[config.mk]
export PLATFORM = sky130hd
export DESIGN_NAME = cfg_counter_flat
export DESIGN_NICKNAME = d
export VERILOG_FILES = /design/src/rtl/cfg_counter_if.sv /design/src/rtl/cfg_counter.sv /design/src/flat_wrapper.sv
export SDC_FILE = /design/constraint.sdc
export NUM_CORES = 1
export LEC_CHECK = 0
export ABC_AREA = 1
export CAP_MARGIN = 40
export CORE_MARGIN = 1
export CORE_UTILIZATION = 43
export DETAILED_ROUTE_END_ITERATION = 6
export GPL_ROUTABILITY_DRIVEN = 0
export PLACE_DENSITY = 0.77
export SKIP_LAST_GASP = 1
export SLEW_MARGIN = 20
export SYNTH_ARGS = -nofsm -noshare
export SYNTH_HDL_FRONTEND = slang
export SYNTH_SLANG_ARGS = --single-unit
[constraint.sdc]
create_clock -name clk -period 2.21 [get_ports clk]
set_input_delay 0.442 -clock clk [delete_from_list [all_inputs] [get_ports clk]]
set_output_delay 0.442 -clock clk [all_outputs]
set_load 0.1 [all_outputs]
[src/rtl/cfg_counter_if.sv]
// Control and status bundle for cfg_counter: the controller drives the strobes and
// compare/load values, and the counter returns its registered state.
interface cfg_counter_if #(
    parameter int WIDTH = 4
);
    logic             en;
    logic             up;
    logic             load;
    logic [WIDTH-1:0] load_val;
    logic [WIDTH-1:0] match_val;
    logic             clear_hit;
    logic [WIDTH-1:0] count;
    logic             tc;
    logic             hit;
    logic             stopped;

    modport master (
        output en, up, load, load_val, match_val, clear_hit,
        input  count, tc, hit, stopped
    );

    modport slave (
        input  en, up, load, load_val, match_val, clear_hit,
        output count, tc, hit, stopped
    );
endinterface

[src/rtl/cfg_counter.sv]
// Configurable up/down event counter with wrap or saturate boundaries, a registered
// terminal-count pulse, and a sticky match detector that can freeze the count.
module cfg_counter #(
    parameter int WIDTH         = 4,
    parameter int MAX_VAL       = 15,
    parameter int SATURATE      = 0,
    parameter int STOP_ON_MATCH = 1
) (
    input  logic          clk,
    input  logic          reset,
    cfg_counter_if.slave  bus
);
    localparam logic [WIDTH-1:0] MAX_C = WIDTH'(MAX_VAL);

    logic [WIDTH-1:0] count_q, count_d;
    logic             tc_q, tc_d;
    logic             hit_q, hit_d;
    logic             stopped_q, stopped_d;
    logic             update;
    logic             match;

    always_comb begin
        // NOTE: every signal gets a default before any branch; a path that leaves one unassigned infers a latch.
        count_d = count_q;
        tc_d    = 1'b0;
        update  = 1'b0;

        if (bus.load) begin
            count_d = (bus.load_val > MAX_C) ? MAX_C : bus.load_val;
            update  = 1'b1;
        end else if (bus.en && !stopped_q) begin
            update = 1'b1;
            if (bus.up) begin
                if (count_q == MAX_C) begin
                    tc_d    = 1'b1;
                    count_d = (SATURATE != 0) ? MAX_C : '0;
                end else begin
                    count_d = count_q + 1'b1;
                end
            end else begin
                if (count_q == '0) begin
                    tc_d    = 1'b1;
                    count_d = (SATURATE != 0) ? '0 : MAX_C;
                end else begin
                    count_d = count_q - 1'b1;
                end
            end
        end

        // A match is an event on update, so a saturate hold or same-value load still fires.
        match     = update && (count_d == bus.match_val);
        hit_d     = match || (hit_q && !bus.clear_hit);
        stopped_d = (STOP_ON_MATCH != 0)
                    && (match || (stopped_q && !bus.clear_hit && !bus.load));
    end

    always_ff @(posedge clk) begin
        // NOTE: state registers use non-blocking assignments so every flop samples pre-edge values.
        if (reset) begin
            count_q   <= '0;
            tc_q      <= 1'b0;
            hit_q     <= 1'b0;
            stopped_q <= 1'b0;
        end else begin
            count_q   <= count_d;
            tc_q      <= tc_d;
            hit_q     <= hit_d;
            stopped_q <= stopped_d;
        end
    end

    assign bus.count   = count_q;
    assign bus.tc      = tc_q;
    assign bus.hit     = hit_q;
    assign bus.stopped = stopped_q;
endmodule

[src/flat_wrapper.sv]
// flat-port wrapper written by rule: the top's interface ports become plain ports
module cfg_counter_flat 
#(
    parameter int WIDTH         = 4,
    parameter int MAX_VAL       = 15,
    parameter int SATURATE      = 0,
    parameter int STOP_ON_MATCH = 1
)
  (clk, reset, bus_en, bus_up, bus_load, bus_load_val, bus_match_val, bus_clear_hit, bus_count, bus_tc, bus_hit, bus_stopped);
  cfg_counter_if #(.WIDTH(WIDTH)) bus_i ();
  input  logic clk;
  input  logic reset;
  input wire logic [$bits(bus_i.en)-1:0] bus_en;
  input wire logic [$bits(bus_i.up)-1:0] bus_up;
  input wire logic [$bits(bus_i.load)-1:0] bus_load;
  input wire logic [$bits(bus_i.load_val)-1:0] bus_load_val;
  input wire logic [$bits(bus_i.match_val)-1:0] bus_match_val;
  input wire logic [$bits(bus_i.clear_hit)-1:0] bus_clear_hit;
  output wire logic [$bits(bus_i.count)-1:0] bus_count;
  output wire logic [$bits(bus_i.tc)-1:0] bus_tc;
  output wire logic [$bits(bus_i.hit)-1:0] bus_hit;
  output wire logic [$bits(bus_i.stopped)-1:0] bus_stopped;
  assign bus_i.en = bus_en;
  assign bus_i.up = bus_up;
  assign bus_i.load = bus_load;
  assign bus_i.load_val = bus_load_val;
  assign bus_i.match_val = bus_match_val;
  assign bus_i.clear_hit = bus_clear_hit;
  assign bus_count = bus_i.count;
  assign bus_tc = bus_i.tc;
  assign bus_hit = bus_i.hit;
  assign bus_stopped = bus_i.stopped;
  cfg_counter #(.WIDTH(WIDTH), .MAX_VAL(MAX_VAL), .SATURATE(SATURATE), .STOP_ON_MATCH(STOP_ON_MATCH)) u_core (.clk(clk), .reset(reset), .bus(bus_i));
endmodule
# After elaboration in Yosys (flattened, before gate mapping)
# Index checks and enable logic that the tools add are counted.
dict set report word_totals {
  regBits 7
  inputBits 14
  out_inout_bits 7
  wordCells 33
}
dict set report classes {
  addsub 2
  magnitude_cmp 1
  n_eq_ne 2
  muxes 11
  bitwise_logic 1
  n_reduce_logical 12
}
# operator count
set ops {}
lappend ops {{$mux 4} 6}
lappend ops {{$logic_and 1x1->1} 5}
lappend ops {{$mux 1} 5}
lappend ops {{$add 4x1->4 const B} 1}
lappend ops {{$eq 4x4->1} 1}
lappend ops {{$eq 4x4->1 const B} 1}
lappend ops {{$gt 4x4->1 const B} 1}
lappend ops {{$logic_not 4->1} 1}
lappend ops {{$sub 4x1->4 const B} 1}
lappend ops {{$logic_not 1->1} 3}
lappend ops {{$reduce_or 3->1} 1}
lappend ops {{$logic_or 1x1->1} 2}
lappend ops {{$not 1->1} 1}

# Depth between registers and ports, before layout
# Gate-level depths: netlist of run 1.
dict set report depth {
  word_depth 8
  ltp_mapped 13
  mapped_depth_nobuf 13
}

# Worst setup path after synthesis of run 1
# No wires, ideal clock.
dict set report synth_timing {
  kind {register to register}
  start {register u_core.count_q[0], in the netlist u_core.bus.count[0]}
  end {register u_core.stopped_q, in the netlist u_core.bus.stopped}
  setup_time_ps 70
  arrival_time_ps 2328
  t_required_ps 2140
  slack_ps -188
  path_stages_with_launch 14
  path_buffers 0
  period_less_slack_ps 2398
  path_cell_list {dfxtp_1 -> inv_1 -> ha_1 -> inv_1 -> nand2_1 -> nand2_1 -> nor2_1 -> nor2_2 -> nor2_1 -> nor2_2 -> nand3_1 -> nor2_1 -> nand2_1 -> a21oi_1}
}
dict set report synth_via {
  elab_chain_len 8
  elab_cells_between_ends 12
  cone_classes {add/sub (2); eq/ne (2); mux (5); reduce/logical (3)}
}
# item line
set synth_rtl {}
lappend synth_rtl {{start: declaration} cfg_counter.sv:15} ;# logic [WIDTH-1:0] count_q, count_d;
lappend synth_rtl {{start signal: assignment} cfg_counter.sv:65} ;# count_q <= count_d;
lappend synth_rtl {{$sub 4x1->4, or another cell as far along} cfg_counter.sv:45} ;# count_d = count_q - 1'b1;
lappend synth_rtl {{$mux 4 (on tied branches)} {cfg_counter.sv:41, cfg_counter.sv:34}}
lappend synth_rtl {{$mux 4} cfg_counter.sv:33} ;# if (bus.up) begin
lappend synth_rtl {{$mux 4 (*)} cfg_counter.sv:31} ;# end else if (bus.en && !stopped_q) begin
lappend synth_rtl {{$mux 4 (*)} cfg_counter.sv:28} ;# if (bus.load) begin
lappend synth_rtl {{$eq 4x4->1 (*)} cfg_counter.sv:51} ;# match = update && (count_d == bus.match_val);
lappend synth_rtl {{$logic_and 1x1->1 (*)} cfg_counter.sv:51}
lappend synth_rtl {{$logic_or 1x1->1 (*)} cfg_counter.sv:54} ;# && (match || (stopped_q && !bus.clear_hit && !bus.load));
lappend synth_rtl {{end signal: assignment} cfg_counter.sv:68} ;# stopped_q <= stopped_d;
lappend synth_rtl {{end: declaration} cfg_counter.sv:18} ;# logic stopped_q, stopped_d;
# Every way passes the cells marked *; elsewhere a longest branch is shown, timed or not.
# A chain may end at the register's enable or synchronous reset.

# Worst setup path after layout of run 1
dict set report layout_timing {
  start {input port bus_up}
  end {register u_core.hit_q, in the netlist u_core.bus.hit}
}
dict set report layout_via {
  elab_chain_len 6
}
# item line
set layout_rtl {}
lappend layout_rtl {{start: declaration} flat_wrapper.sv:14} ;# input wire logic [$bits(bus_i.up)-1:0] bus_up;
lappend layout_rtl {{$mux 4} cfg_counter.sv:33}
lappend layout_rtl {{$mux 4} cfg_counter.sv:31}
lappend layout_rtl {{$mux 4} cfg_counter.sv:28}
lappend layout_rtl {{$eq 4x4->1} cfg_counter.sv:51}
lappend layout_rtl {{$logic_and 1x1->1} cfg_counter.sv:51}
lappend layout_rtl {{$logic_or 1x1->1} cfg_counter.sv:52} ;# hit_d = match || (hit_q && !bus.clear_hit);
lappend layout_rtl {{end signal: assignment} cfg_counter.sv:67} ;# hit_q <= hit_d;
lappend layout_rtl {{end: declaration} cfg_counter.sv:17} ;# logic hit_q, hit_d;
# No other way between the ends.

==> results of run 1 <==
metrics by stage:
stage | total power, uW | hold WS (ns) | util [%]
2_1_floorplan | 290.8 | 0.5070 | -
3_5_place_dp | 347.1 | 0.4797 | 62.02
4_1_cts | 466.2 | 0.4919 | 64.04
5_1_grt | 491.1 | 0.4998 | 64.04
3_3_place_gp | 344.3 | 0.4721 | 62.02
6_report | 463.4 | 0.4874 | 64.04
final cells by class:
cell class / instances / share of cell area, %
inverter: 14 / 6.306
multi-input combinational: 77 / 48.35
tap: 15 / 2.252
sequential: 7 / 17.12
timing repair buffer: 21 / 22.82
clock buffer: 4 / 3.153
worst max path at each step:
stage,startpoint,to,slack [ns],depth (start not counted)
final,bus_up,u_core.bus.hit,0.44,11
after global routing,u_core.bus.count[0],u_core.bus.hit,0.29,13
after CTS,u_core.bus.count[0],u_core.bus.hit,0.44,13
after detailed placement,bus_up,u_core.bus.hit,0.20,11
after global placement,bus_up,u_core.bus.hit,0.23,11
after floorplan,u_core.bus.count[0],u_core.bus.stopped,0.20,13
per-layer routing:
layer	share of wire, %	track usage (%)	wire length [microns]	up-vias
li1	-	-	-	369
met1	43	26.46	643	337
met2	52	37.70	785	28
met3	5.1	3.409	76	0
met4	0	5.172	0	0
met5	0	0	0	-
sequential cells by signal, summed over array words and instances (netlist names):
signal	count
u_core.bus.stopped	1
u_core.bus.count	4
u_core.bus.tc	1
u_core.bus.hit	1
logic make-up after synthesis:
logic type      synth area share (%)
simple gates                   55.26
buf+inv                        10.52
compound gates                 7.012
flops                          23.09
fa+ha+maj                      4.123
power groups by stage:
stage	clock [uW]	sequential, uW	combinational (uW)
floorplan	0	204	86.6
global placement	0	152	193
detailed placement	0	152	195
CTS	121	150	196
global route	128	151	212
finish	118	150	195
critical path, cell delays in order:
cell and delay (ns):
clkdlybuf4s50_1 0.61, inv_2 0.09, nand2_2 0.10, nand3_2 0.09, nand2_1 0.07, nand3_1 0.08, nand3_1 0.08, nand3_1 0.08
nor2_1 0.10, nand2_1 0.07, a21oi_1 0.14
synth_stat cells, drive strengths merged:
cell type,instances
nor2,13
a21oi,5
o22ai,1
buf,1
a211oi,1
nand3,14
nand2,32
nand4,5
dfxtp,7
nand3b,1
ha,2
inv,14
nor3,1
or2,2
==> run summary, run 1 <==
ANT cells: 0
hpwl dp: 1.194 mm
final worst slack: 0.4404 ns
Die Y: 39.57 microns
gr ovfl total: 0
measured slew at the worst slew-check pin: 0.3722 ns
internal power: 271.8 uW
root buf cell: clkbuf_4
Rows: 13
setup TNS: 0 ns
Fmax: 565.1 MHz
dpl ws: 0.1983 ns
status: completed
Hold EP: u_core.bus.hit
max-cap violation count: 0
commonest cells after routing, fill and taps aside: nand2_1, clkdlybuf4s50_1, inv_1, nand3_1, nor2_1
share of the synthesized area in the top cell type: 23.09%
Vias/cell: 5.319
clock power share: 25.5%
DIE WIDTH: 39.57 microns
largest net degree at the start of global routing: 11
# setup viols final: 0
CTS clk-pin slew, worst paths: 0.05 ns
syn nets: 115
most common cell after layout, fill and taps aside: nand2_1
Reg area: 142.6 sq um
combinational power share: 42.1%
final cell count without fillers: 138
Mapped Cells: 99
Tcrit/Tclk final: 80.07%
Reg2Reg Launch Point: u_core.bus.count[0]
reg2reg setup slack: 0.45 ns
worst supply voltage drop on vdd: 0.3553 mV
drt first pass iters: 4
Final nets: 140
Max clock buf depth: 2
# IOs: 21
clk_skew: 0.001565 ns
PortBufs: 20
Post-CTS Setup Bufs: 0
Placed Cells: 134
final hold violation count: 0
post-synth cell types: 20
ANT nets after route: 0
reg-to-reg endpoint: u_core.bus.hit
post-route cell area: 833.3 sq um
Critical Path Fanout Max: 7
critical path endpoint category: flip-flop
# resized after CTS: 0
H-tree depth: 1
Core Area: 1301 sq um
number of clock sinks: 7
P_leak: 0.0004035 uW
placed inst area: 807.0 sq um
CTS tree: built
RSZ-0062 raised after global routing: false
startpoint types: primary input
Sw Ratio: 41.36%
synth top area cells: dfxtp_1, nand2_1, nand3_1
syn_area_per_cell: 6.130 sq um
hold path startpoint: u_core.bus.hit
Synth area leader: dfxtp_1
Min Clock Period, post-route: 1.770 ns
Synth Register Bits: 7
P&R area growth vs syn: 37.32%
sw power: 191.7 uW
fillers: 131
DR vias: 734
die area: 1565 sq um
WP data required: 2.39 ns
WP data arrival: 1.95 ns
Total GRT Usage: 21.37%
multi-input logic area: 402.9 sq um
Reg power frac: 32.4%
R2R cell count: 13
Crit Path Category: primary input to flip-flop
hold buffer count at cts: 0
# DRC: 0
DR WL/cell: 10.90 microns
Post-Syn Area: 606.8 sq um
WHS Path Cells: 2
Worst slew margin: 75.15%
vias in the first global route: 580
sequential area share after synthesis: 23.09%
Ys Warns: 0
Slew Viols, Final: 0
Skew-Pair Late Insertion Delay: 0.25 ns
first-pass GRT wire length: 2.290 mm
share of cells above drive strength 1: 23.58%
Iter 0 DRT Violations: 15
TritonCTS Buffers: 3
PD cells: 556.2 nW/um^2
Routed WL: 1.504 mm
Starting Density: 46.63%
initial antenna violation count: 0
Hold Crit Class: flip-flop to flip-flop
No activity file was read; power rests on OpenSTA's default activity.
==> run 2, diff against run 1 <==
--- a/config.mk
+++ b/config.mk
@@ -7,11 +7,12 @@
 export LEC_CHECK = 0
 export ABC_AREA = 1
 export CAP_MARGIN = 40
+export CORE_ASPECT_RATIO = 1.1
 export CORE_MARGIN = 1
-export CORE_UTILIZATION = 43
+export CORE_UTILIZATION = 39
 export DETAILED_ROUTE_END_ITERATION = 6
 export GPL_ROUTABILITY_DRIVEN = 0
-export PLACE_DENSITY = 0.77
+export PLACE_DENSITY = 0.73
 export SKIP_LAST_GASP = 1
 export SLEW_MARGIN = 20
 export SYNTH_ARGS = -nofsm -noshare
==> constraint.sdc (replaced) <==
create_clock -name clk -period 1.5 [get_ports clk]
set_input_delay 0.3 -clock clk [delete_from_list [all_inputs] [get_ports clk]]
set_output_delay 0.3 -clock clk [all_outputs]
set_load 0.1 [all_outputs]
==> run 2 against run 1 <==
Against the previous run: the flow now finishes with violations (setup timing); routed wire length grew 14%; sequential share of layout area shrank 2.5 points; count of clock-buffer cells in the layout is the same; highest routed layer is now met4; critical path depth grew 2.
==> run summary, run 2 (synthesis results as in run 1) <==
GRT met1 Usage: 31.61%
die area: 1718 sq um
Tcrit/Tclk final: 106.3%
Vias/cell: 5.046
WP data required: 1.67 ns
Min Clock Period, post-route: 1.594 ns
root buf cell: clkbuf_4
met3 Use GR: 2.564%
DR vias: 762
reg-to-reg endpoint: u_core.bus.stopped
Fmax: 627.4 MHz
Total GRT Usage: 23.40%
first-pass GRT wire length: 2.842 mm
final hold violation count: 0
CTS clk-pin slew, worst paths: 0.06 ns
Core Area: 1401 sq um
hold path startpoint: u_core.bus.hit
initial antenna violation count: 0
Iter 0 DRT Violations: 10
Reg2Reg Launch Point: u_core.bus.count[1]
commonest cells after routing, fill and taps aside: nand2_1, buf_4, clkdlybuf4s50_1
Critical Path Fanout Max: 4
Rows: 14
Util after Layout: 74.91%
share of cells above drive strength 1: 38.52%
hold buffer count at cts: 0
R2R cell count: 13
startpoint types: flip-flop
Worst slew margin: 77.22%
Slew Viols, Final: 0
PD cells: 729.9 nW/um^2
hpwl dp: 1.354 mm
# setup viols final: 3
WHS Path Cells: 2
drt first pass iters: 4
# IOs: 21
Crit. Startpoint: u_core.bus.count[1]
Placed Cells: 145
CTS tree: built
P_leak: 0.0004864 uW
Max clock buf depth: 2
Die Y: 43.37 microns
post-route cell area: 1050 sq um
Largest register FFs: 4
most common cell after layout, fill and taps aside: nand2_1
total power: 766.2 uW
# DRC: 0
RSZ-0062 raised after global routing: true
met2 usage: 36.72%
ANT cells: 0
placed inst area: 997.2 sq um
measured slew at the worst slew-check pin: 0.3407 ns
Crit Path Category: flip-flop to flip-flop
status: finished with violations
DR WL/cell: 11.32 microns
worst supply voltage drop on vdd: 0.6169 mV
clk_skew: 0.009905 ns
PortBufs: 20
TritonCTS Buffers: 3
Hold Crit Class: flip-flop to flip-flop
final cell count without fillers: 151
Hold EP: u_core.bus.hit
gr ovfl total: 0
Starting Density: 43.30%
reg2reg setup slack: -0.09 ns
ANT nets after route: 0
max-cap violation count: 0
vias in the first global route: 694
WP data arrival: 1.77 ns
number of clock sinks: 7
largest net degree at the start of global routing: 11
DIE WIDTH: 39.61 microns
Skew-Pair Late Insertion Delay: 0.25 ns
failing checks: setup timing
H-tree depth: 1
critical path endpoint category: flip-flop
final worst slack: -0.09389 ns
Routed WL: 1.709 mm
Final nets: 152
P&R area growth vs syn: 72.99%
grt peak-use layer: met2
[run 2: area by class of cell]
class,instances,area (sq um)
inverter,14,55.05
sequential,7,153.9
clock buffer,4,26.28
tap,16,20.02
timing repair buffer,33,366.6
fill,112,351.6
multi-input combinational,77,427.9
[run 2: through the flow]
step / setup TNS [ns] / hold slack (ns) / setup slack [ns]
after floorplan: -0.2652 / 0.3594 / -0.1352
after global placement: -0.7320 / 0.5072 / -0.2866
after detailed placement: -0.9522 / 0.4976 / -0.3415
after CTS: -0.1016 / 0.5212 / -0.05550
after global routing: -0.5096 / 0.5375 / -0.2116
final: -0.2046 / 0.5163 / -0.09389
[run 2: power by group]
part / switching, uW / internal (uW) / leakage, uW / total (uW)
clock network: 65.6 / 101 / 0.0000150 / 167
logic: 211 / 165 / 0.000411 / 376
registers: 24.8 / 199 / 0.0000601 / 223
total: 301 / 465 / 0.000486 / 766
[run 2: critical path: stages (launching register included)]
cell and delay (ns):
dfxtp_4 0.37, inv_2 0.05, ha_4 0.24, inv_2 0.06, nand2_1 0.05, nand2_1 0.08
nor2_2 0.05, nor2_2 0.11, nor2_1 0.06, nor2_2 0.10, nand3_1 0.07, nor2_1 0.08
nand2_1 0.09, a21oi_2 0.12
[run 2: what timing repair did]
item	CTS	global route
resized for setup	1	4
buffers inserted	1	1
setup endpoints to repair	2	3
pin swaps	0	2
[run 2: worst max path at each step]
| stage | end | cells past startpoint |
|---|---|---|
| after floorplan | u_core.bus.stopped | 13 |
| after global placement | u_core.bus.hit | 11 |
| after detailed placement | u_core.bus.stopped | 12 |
| after CTS | u_core.bus.hit | 13 |
| after global routing | u_core.bus.stopped | 13 |
| final | u_core.bus.stopped | 13 |
[run 2: metal layers]
layer / vias to the layer above / part of all wire, % / routed length, microns
met3: 4 / 3.5 / 59
met4: 0 / 1.5 / 25
met1: 338 / 44 / 753
met2: 25 / 51 / 870
li1: 395 / - / -
met5: - / 0 / 0
